<file path="config.mk">
export PLATFORM = sky130hd
export DESIGN_NAME = leb128_decoder
export DESIGN_NICKNAME = d
export VERILOG_FILES = /design/src/rtl/leb128_pkg.sv /design/src/rtl/leb128_finalize.sv /design/src/rtl/leb128_decoder.sv
export SDC_FILE = /design/constraint.sdc
export NUM_CORES = 1
export LEC_CHECK = 0
export BUFFER_PORTS_ARGS = -buffer_cell sky130_fd_sc_hd__clkbuf_2
export CORE_ASPECT_RATIO = 1.1
export CORE_MARGIN = 2
export CORE_UTILIZATION = 60
export CTS_BUF_LIST = sky130_fd_sc_hd__clkbuf_4 sky130_fd_sc_hd__clkbuf_8
export CTS_CLUSTER_SIZE = 14
export DETAILED_ROUTE_END_ITERATION = 10
export PLACE_DENSITY_LB_ADDON = 0.1
export SLEW_MARGIN = 25
export SYNTH_ARGS = -nofsm -noshare
export SYNTH_HDL_FRONTEND = slang
export SYNTH_HIERARCHICAL = 1
export SYNTH_SLANG_ARGS = --single-unit
</file>
<file path="constraint.sdc">
create_clock -name clk -period 8.7 [get_ports clk]
set_input_delay 1.74 -clock clk [delete_from_list [all_inputs] [get_ports clk]]
set_output_delay 1.74 -clock clk [all_outputs]
set_load 0.02 [all_outputs]
</file>
<file path="src/rtl/leb128_pkg.sv">
// Shared definitions for the LEB128 immediate decoder: operand type codes,
// trap codes and the decoder state encoding.
package leb128_pkg;

    localparam logic [1:0] TYPE_I32    = 2'd1;
    localparam logic [1:0] TYPE_I64    = 2'd2;

    localparam logic [2:0] TRAP_NONE   = 3'd0;
    localparam logic [2:0] INVALID_LEB = 3'd1;

    typedef enum logic [1:0] {
        LEB_IDLE  = 2'd0,
        LEB_ACCUM = 2'd1,
        LEB_DONE  = 2'd2,
        LEB_ERROR = 2'd3
    } leb_state_t;

    function automatic logic [1:0] result_type(input logic is_64);
        return is_64 ? TYPE_I64 : TYPE_I32;
    endfunction

endpackage

</file>
<file path="src/rtl/leb128_finalize.sv">
// Merges one LEB128 byte into the accumulator, extends the result and checks its range.
// Latency: purely combinational.
// Backpressure: none; the caller decides when the outputs are used.
module leb128_finalize
    import leb128_pkg::*;
#(
    parameter int MAX_BYTES_64 = 10,
    parameter int MAX_BYTES_32 = 5
) (
    input  logic [63:0] acc,
    input  logic [3:0]  count,
    input  logic [7:0]  data,
    input  logic        is_signed,
    input  logic        is_64,
    output logic [63:0] merged,
    output logic [63:0] value,
    output logic        err
);

    logic [6:0] shift;
    logic [6:0] width;
    logic [3:0] last_idx;
    logic       range_bad;

    always_comb begin
        // count never exceeds 9, so the shift tops out at bit 63 and higher bits fall off
        shift  = 7'(count) * 7'd7;
        width  = shift + 7'd7;
        merged = acc | ({57'd0, data[6:0]} << shift);

        value = merged;
        if (is_signed && data[6] && (width < 7'd64)) begin
            value = value | ({64{1'b1}} << width);
        end
        if (!is_64) begin
            value = is_signed ? {{32{value[31]}}, value[31:0]} : {32'd0, value[31:0]};
        end

        last_idx  = is_64 ? 4'(MAX_BYTES_64 - 1) : 4'(MAX_BYTES_32 - 1);
        range_bad = 1'b0;
        case ({is_64, is_signed})
            2'b11:   range_bad = !((data[6:0] == 7'h00) || (data[6:0] == 7'h7f));
            2'b10:   range_bad = (data[6:1] != 6'd0);
            2'b01:   range_bad = !((data[6:3] == 4'h0) || (data[6:3] == 4'hf));
            default: range_bad = (data[6:4] != 3'd0);
        endcase
        err = (count == last_idx) && (data[7] || range_bad);
    end

endmodule

</file>
<file path="src/rtl/leb128_decoder.sv">
// Byte-serial LEB128 immediate decoder producing a 64-bit typed operand or an INVALID_LEB trap.
// Latency: out_valid rises the cycle after the final byte is accepted; one value per (bytes+1) cycles.
// Backpressure: holds the result while out_ready=0 with in_ready=0; a trap freezes the block until reset.
module leb128_decoder
    import leb128_pkg::*;
#(
    parameter int MAX_BYTES_64 = 10,
    parameter int MAX_BYTES_32 = 5
) (
    input  logic        clk,
    input  logic        reset,
    input  logic        in_valid,
    input  logic [7:0]  in_byte,
    output logic        in_ready,
    input  logic        is_signed,
    input  logic        is_64,
    output logic        out_valid,
    output logic [63:0] out_value,
    output logic [1:0]  out_type,
    input  logic        out_ready,
    output logic [2:0]  trap
);

    leb_state_t  state;
    logic [63:0] acc;
    logic [3:0]  count;
    logic        sgn_q;
    logic        w64_q;

    logic        first;
    logic [63:0] fin_acc;
    logic [3:0]  fin_count;
    logic        fin_signed;
    logic        fin_64;
    logic [63:0] fin_merged;
    logic [63:0] fin_value;
    logic        fin_err;
    logic        in_xfer;

    // The first byte takes its mode straight from the inputs; later bytes use the latched mode.
    assign first      = (state == LEB_IDLE);
    assign fin_acc    = first ? 64'd0 : acc;
    assign fin_count  = first ? 4'd0 : count;
    assign fin_signed = first ? is_signed : sgn_q;
    assign fin_64     = first ? is_64 : w64_q;
    assign in_xfer    = in_valid && in_ready;

    leb128_finalize #(
        .MAX_BYTES_64 (MAX_BYTES_64),
        .MAX_BYTES_32 (MAX_BYTES_32)
    ) u_finalize (
        .acc       (fin_acc),
        .count     (fin_count),
        .data      (in_byte),
        .is_signed (fin_signed),
        .is_64     (fin_64),
        .merged    (fin_merged),
        .value     (fin_value),
        .err       (fin_err)
    );

    always_ff @(posedge clk or negedge reset) begin
        if (!reset) begin
            state     <= LEB_IDLE;
            in_ready  <= 1'b0;
            out_valid <= 1'b0;
            out_value <= 64'd0;
            out_type  <= 2'd0;
            trap      <= TRAP_NONE;
            acc       <= 64'd0;
            count     <= 4'd0;
            sgn_q     <= 1'b0;
            w64_q     <= 1'b0;
        end else begin
            case (state)
                LEB_IDLE, LEB_ACCUM: begin
                    in_ready <= 1'b1;
                    if (in_xfer) begin
                        acc   <= fin_merged;
                        count <= fin_count + 4'd1;
                        sgn_q <= fin_signed;
                        w64_q <= fin_64;
                        if (fin_err) begin
                            state    <= LEB_ERROR;
                            in_ready <= 1'b0;
                            trap     <= INVALID_LEB;
                        end else if (!in_byte[7]) begin
                            state     <= LEB_DONE;
                            in_ready  <= 1'b0;
                            out_valid <= 1'b1;
                            out_value <= fin_value;
                            out_type  <= result_type(fin_64);
                        end else begin
                            state <= LEB_ACCUM;
                        end
                    end
                end
                LEB_DONE: begin
                    in_ready <= 1'b0;
                    if (out_ready) begin
                        state     <= LEB_IDLE;
                        out_valid <= 1'b0;
                        in_ready  <= 1'b1;
                        acc       <= 64'd0;
                        count     <= 4'd0;
                    end
                end
                default: begin
                    in_ready  <= 1'b0;
                    out_valid <= 1'b0;
                    trap      <= INVALID_LEB;
                end
            endcase
        end
    end

endmodule

</file>
==> flow_metrics.py <==
metrics = {
    "layout": {
        "nets": 865,
        "final_cell_mix": "dfrtp_1, clkbuf_2, nor2b_1",
        "num-fill-cells": 1045,
        "area_delta_synth_final_pct": 9.64,
        "postLayoutCellArea_sq_um": 8970,
        "mostFrequentLayoutCell": "dfrtp_1",
        "drive_gt1_frac": 0.276,
    },
    "synth": {
        "ys_seq_area_frac": 0.431,
        "synthFlopType": "dfrtp_1",
        "yosys_warnings": 6,
        "syn_inst": 784,
        "ys_ff_latch": 141,
        "ys_async_sr_fraction": 1.00,
        "synth_edf_count": 0,
        "syn_area_per_cell_sq_um": 10.4,
        "synth_area_sq_um": 8180,
        "synth.distinct_cells": 57,
    },
    "worst_setup_path": {
        "worstSetupPathType": "flip-flop to flip-flop",
        "cpMostUsedCell": "ha_1",
        "cp.required_ns": 9.09,
        "endpoint_kind": "flip-flop",
        "crit_fanout": 38,
        "crit_buf_inv": 2,
        "critical-path-top-delay-family": "simple AND/OR/NAND/NOR gates",
        "worstPathCellList": "nor2_4 -> nor2b_1 -> inv_1 -> ha_1 -> xor2_1 -> xnor2_1 -> ha_1 -> a21o_1 -> and4_2 -> or4b_4 -> nand2_1 -> buf_4 -> nand3_1 -> o31ai_1 -> mux2_4",
        "cp_slowest_cell": "nor2b_1",
        "slowest_delay_ns": 0.81,
        "crit_arrival_ns": 6.46,
        "critPathLaunchType": "flip-flop",
    },
    "placement": {
        "gp_congestion": 0.975,
        "dpl_cell_area_sq_um": 8550,
        "dpl.hpwl_um": 14500,
        "port_buffers": 82,
    },
    "timing": {
        "hold_viol_final": 0,
        "tightest_slew_ns": 1.05,
        "hold_slack_ns": 0.493,
        "fin_skew_ns": 0.0124,
        "period_needed_ns": 6.07,
        "tns_ns": 0,
        "setup_viol_count_final": 0,
        "relSlewSlack": 0.299,
        "timing.fmax_ghz": 0.165,
        "rsz0062_at_grt": "no",
        "slew_viol_final": 0,
        "timing.final.crit_share": 0.698,
    },
    "die": {
        "die_y_um": 126,
        "io_pins": 85,
        "start_util": 0.616,
        "core_area_sq_um": 13300,
        "rows": 44,
        "fp.dieW_um": 115,
        "dieArea_sq_um": 14600,
    },
    "route": {
        "drt-initial-drc-count": 549,
        "drt_wl_total_um": 22300,
        "viasPerCell": 6.20,
        "drc": 0,
        "antenna_left": 0,
        "first_pass_iters": 5,
        "via_count": 6396,
        "routedWlPerCell_um": 21.6,
    },
    "clocking": {
        "htree_num_levels": 4,
        "cts_tree": "done",
        "cts_resized": 0,
        "clk_pin_slew_worst_paths_ns": 0.08,
        "cts_hold_buf": 0,
        "cts_sinks": 141,
        "clk_latency_ns": 0.45,
        "cts-root-buf": "clkbuf_8",
        "cts_setup_buffers": 0,
        "clockBufferDepth": 2,
        "numCtsBuffers": 17,
    },
    "global_route": {
        "antenna_found_initial": 1,
        "grt_max_degree": 84,
        "grt_use_total": 0.322,
        "gr-total-overflow": 0,
        "first_global_vias": 6595,
        "grt_pass1_wl_um": 35800,
    },
    "hold_path": {
        "min_path_type": "flip-flop to flip-flop",
    },
    "run_status": {
        "status": "finished, final reports clean",
    },
    "job": {
        "max_cap_viol_count": 0,
    },
}
==> stage by stage <==
stage | setup WS [ns] | cells | utilization
5_1_grt | 2.29 | 1031 | 0.676
3_5_place_dp | 2.59 | 999 | 0.645
2_1_floorplan | 4.09 | 785 | -
4_1_cts | 2.59 | 1031 | 0.675
3_3_place_gp | 2.72 | 999 | 0.645
6_report | 2.63 | 1032 | 0.676
==> flip-flops by register name (all words and copies together), names as in the netlist <==
name,count
acc,64
out_type,2
sgn_q,1
trap,1
w64_q,1
count,4
out_valid,1
out_value,64
state,2
in_ready,1
==> worst min-delay path, stage by stage, from the launching register on <==
cell     delay, ns
dfrtp_1       0.35
a21oi_1       0.04
o21ai_0       0.07
==> Yosys cell counts, types with 2 or more instances <==
cell	number	area share
fa_1	3	0.0073
inv_1	47	0.022
nor3_1	12	0.0073
a21o_1	36	0.033
xnor2_1	3	0.0032
nand2_1	45	0.021
a31o_2	2	0.0021
a31oi_2	28	0.043
and3_1	3	0.0023
xor2_1	3	0.0032
nor2_1	29	0.013
a21o_2	6	0.0064
o31ai_1	5	0.0046
nor2b_1	69	0.053
clkbuf_1	30	0.014
mux2_1	7	0.0096
nand3_1	13	0.0080
mux2_2	51	0.070
nand2b_1	7	0.0054
a41o_1	5	0.0061
buf_4	7	0.0064
buf_2	13	0.0080
buf_6	12	0.017
mux2i_1	4	0.0049
ha_1	14	0.021
dfrtp_1	141	0.43
a22o_1	66	0.071
o21ai_0	26	0.016
a21oi_1	39	0.024
o21bai_1	17	0.016
mux2_4	10	0.018
a31oi_1	5	0.0038
and2b_1	2	0.0018
==> metal layers <==
layer,global-route usage,up-vias,routed length [um]
met5,0,-,0
met4,0.133,0,723
met3,0.0936,57,1760
met2,0.488,270,10300
met1,0.434,3201,9490
li1,-,2868,-
==> area by class of cell <==
class / count / area [sq um] / share of cell area
Antenna cell: 1 / 2.50 / 0.000279
Clock buffer: 20 / 269 / 0.0300
Clock inverter: 12 / 136 / 0.0152
Inverter: 48 / 180 / 0.0201
Multi-Input combinational cell: 533 / 4120 / 0.460
Sequential cell: 141 / 3530 / 0.393
Tap cell: 184 / 230 / 0.0257
Timing Repair Buffer: 93 / 499 / 0.0557
==> kinds of logic (layout without fill, tap and decap cells) <==
| kind of cell | count (synthesis) | in the layout | synth area share |
|---|---|---|---|
| AOI/OAI and AO/OA | 248 | 248 | 0.243 |
| xor gates and xnor gates | 6 | 6 | 0.00643 |
| adders and majority gates | 17 | 17 | 0.0288 |
| buffers and inverters | 111 | 173 | 0.0672 |
| DFF | 141 | 141 | 0.431 |
| muxes | 72 | 72 | 0.103 |
| other | 1 | 3 | 0.000458 |
| and+or+nand+nor | 188 | 188 | 0.120 |
==> final timing paths <==
kind | start | slack (ns) | depth (start not counted) | to
max | state[1] | 2.63 | 15 | out_value[5]
min | trap[0] | 0.49 | 2 | trap[0]
max reg2reg | state[1] | 2.63 | 15 | out_value[5]
min reg2reg | trap[0] | 0.49 | 2 | trap[0]
max in group asynchronous | reset | 6.07 | 2 | acc[14]
min in group asynchronous | reset | 1.31 | 1 | out_value[51]
Power is left out: the tool's default activity adds up to more than one toggle a clock period on the data nets, which glitch-free logic cannot reach.
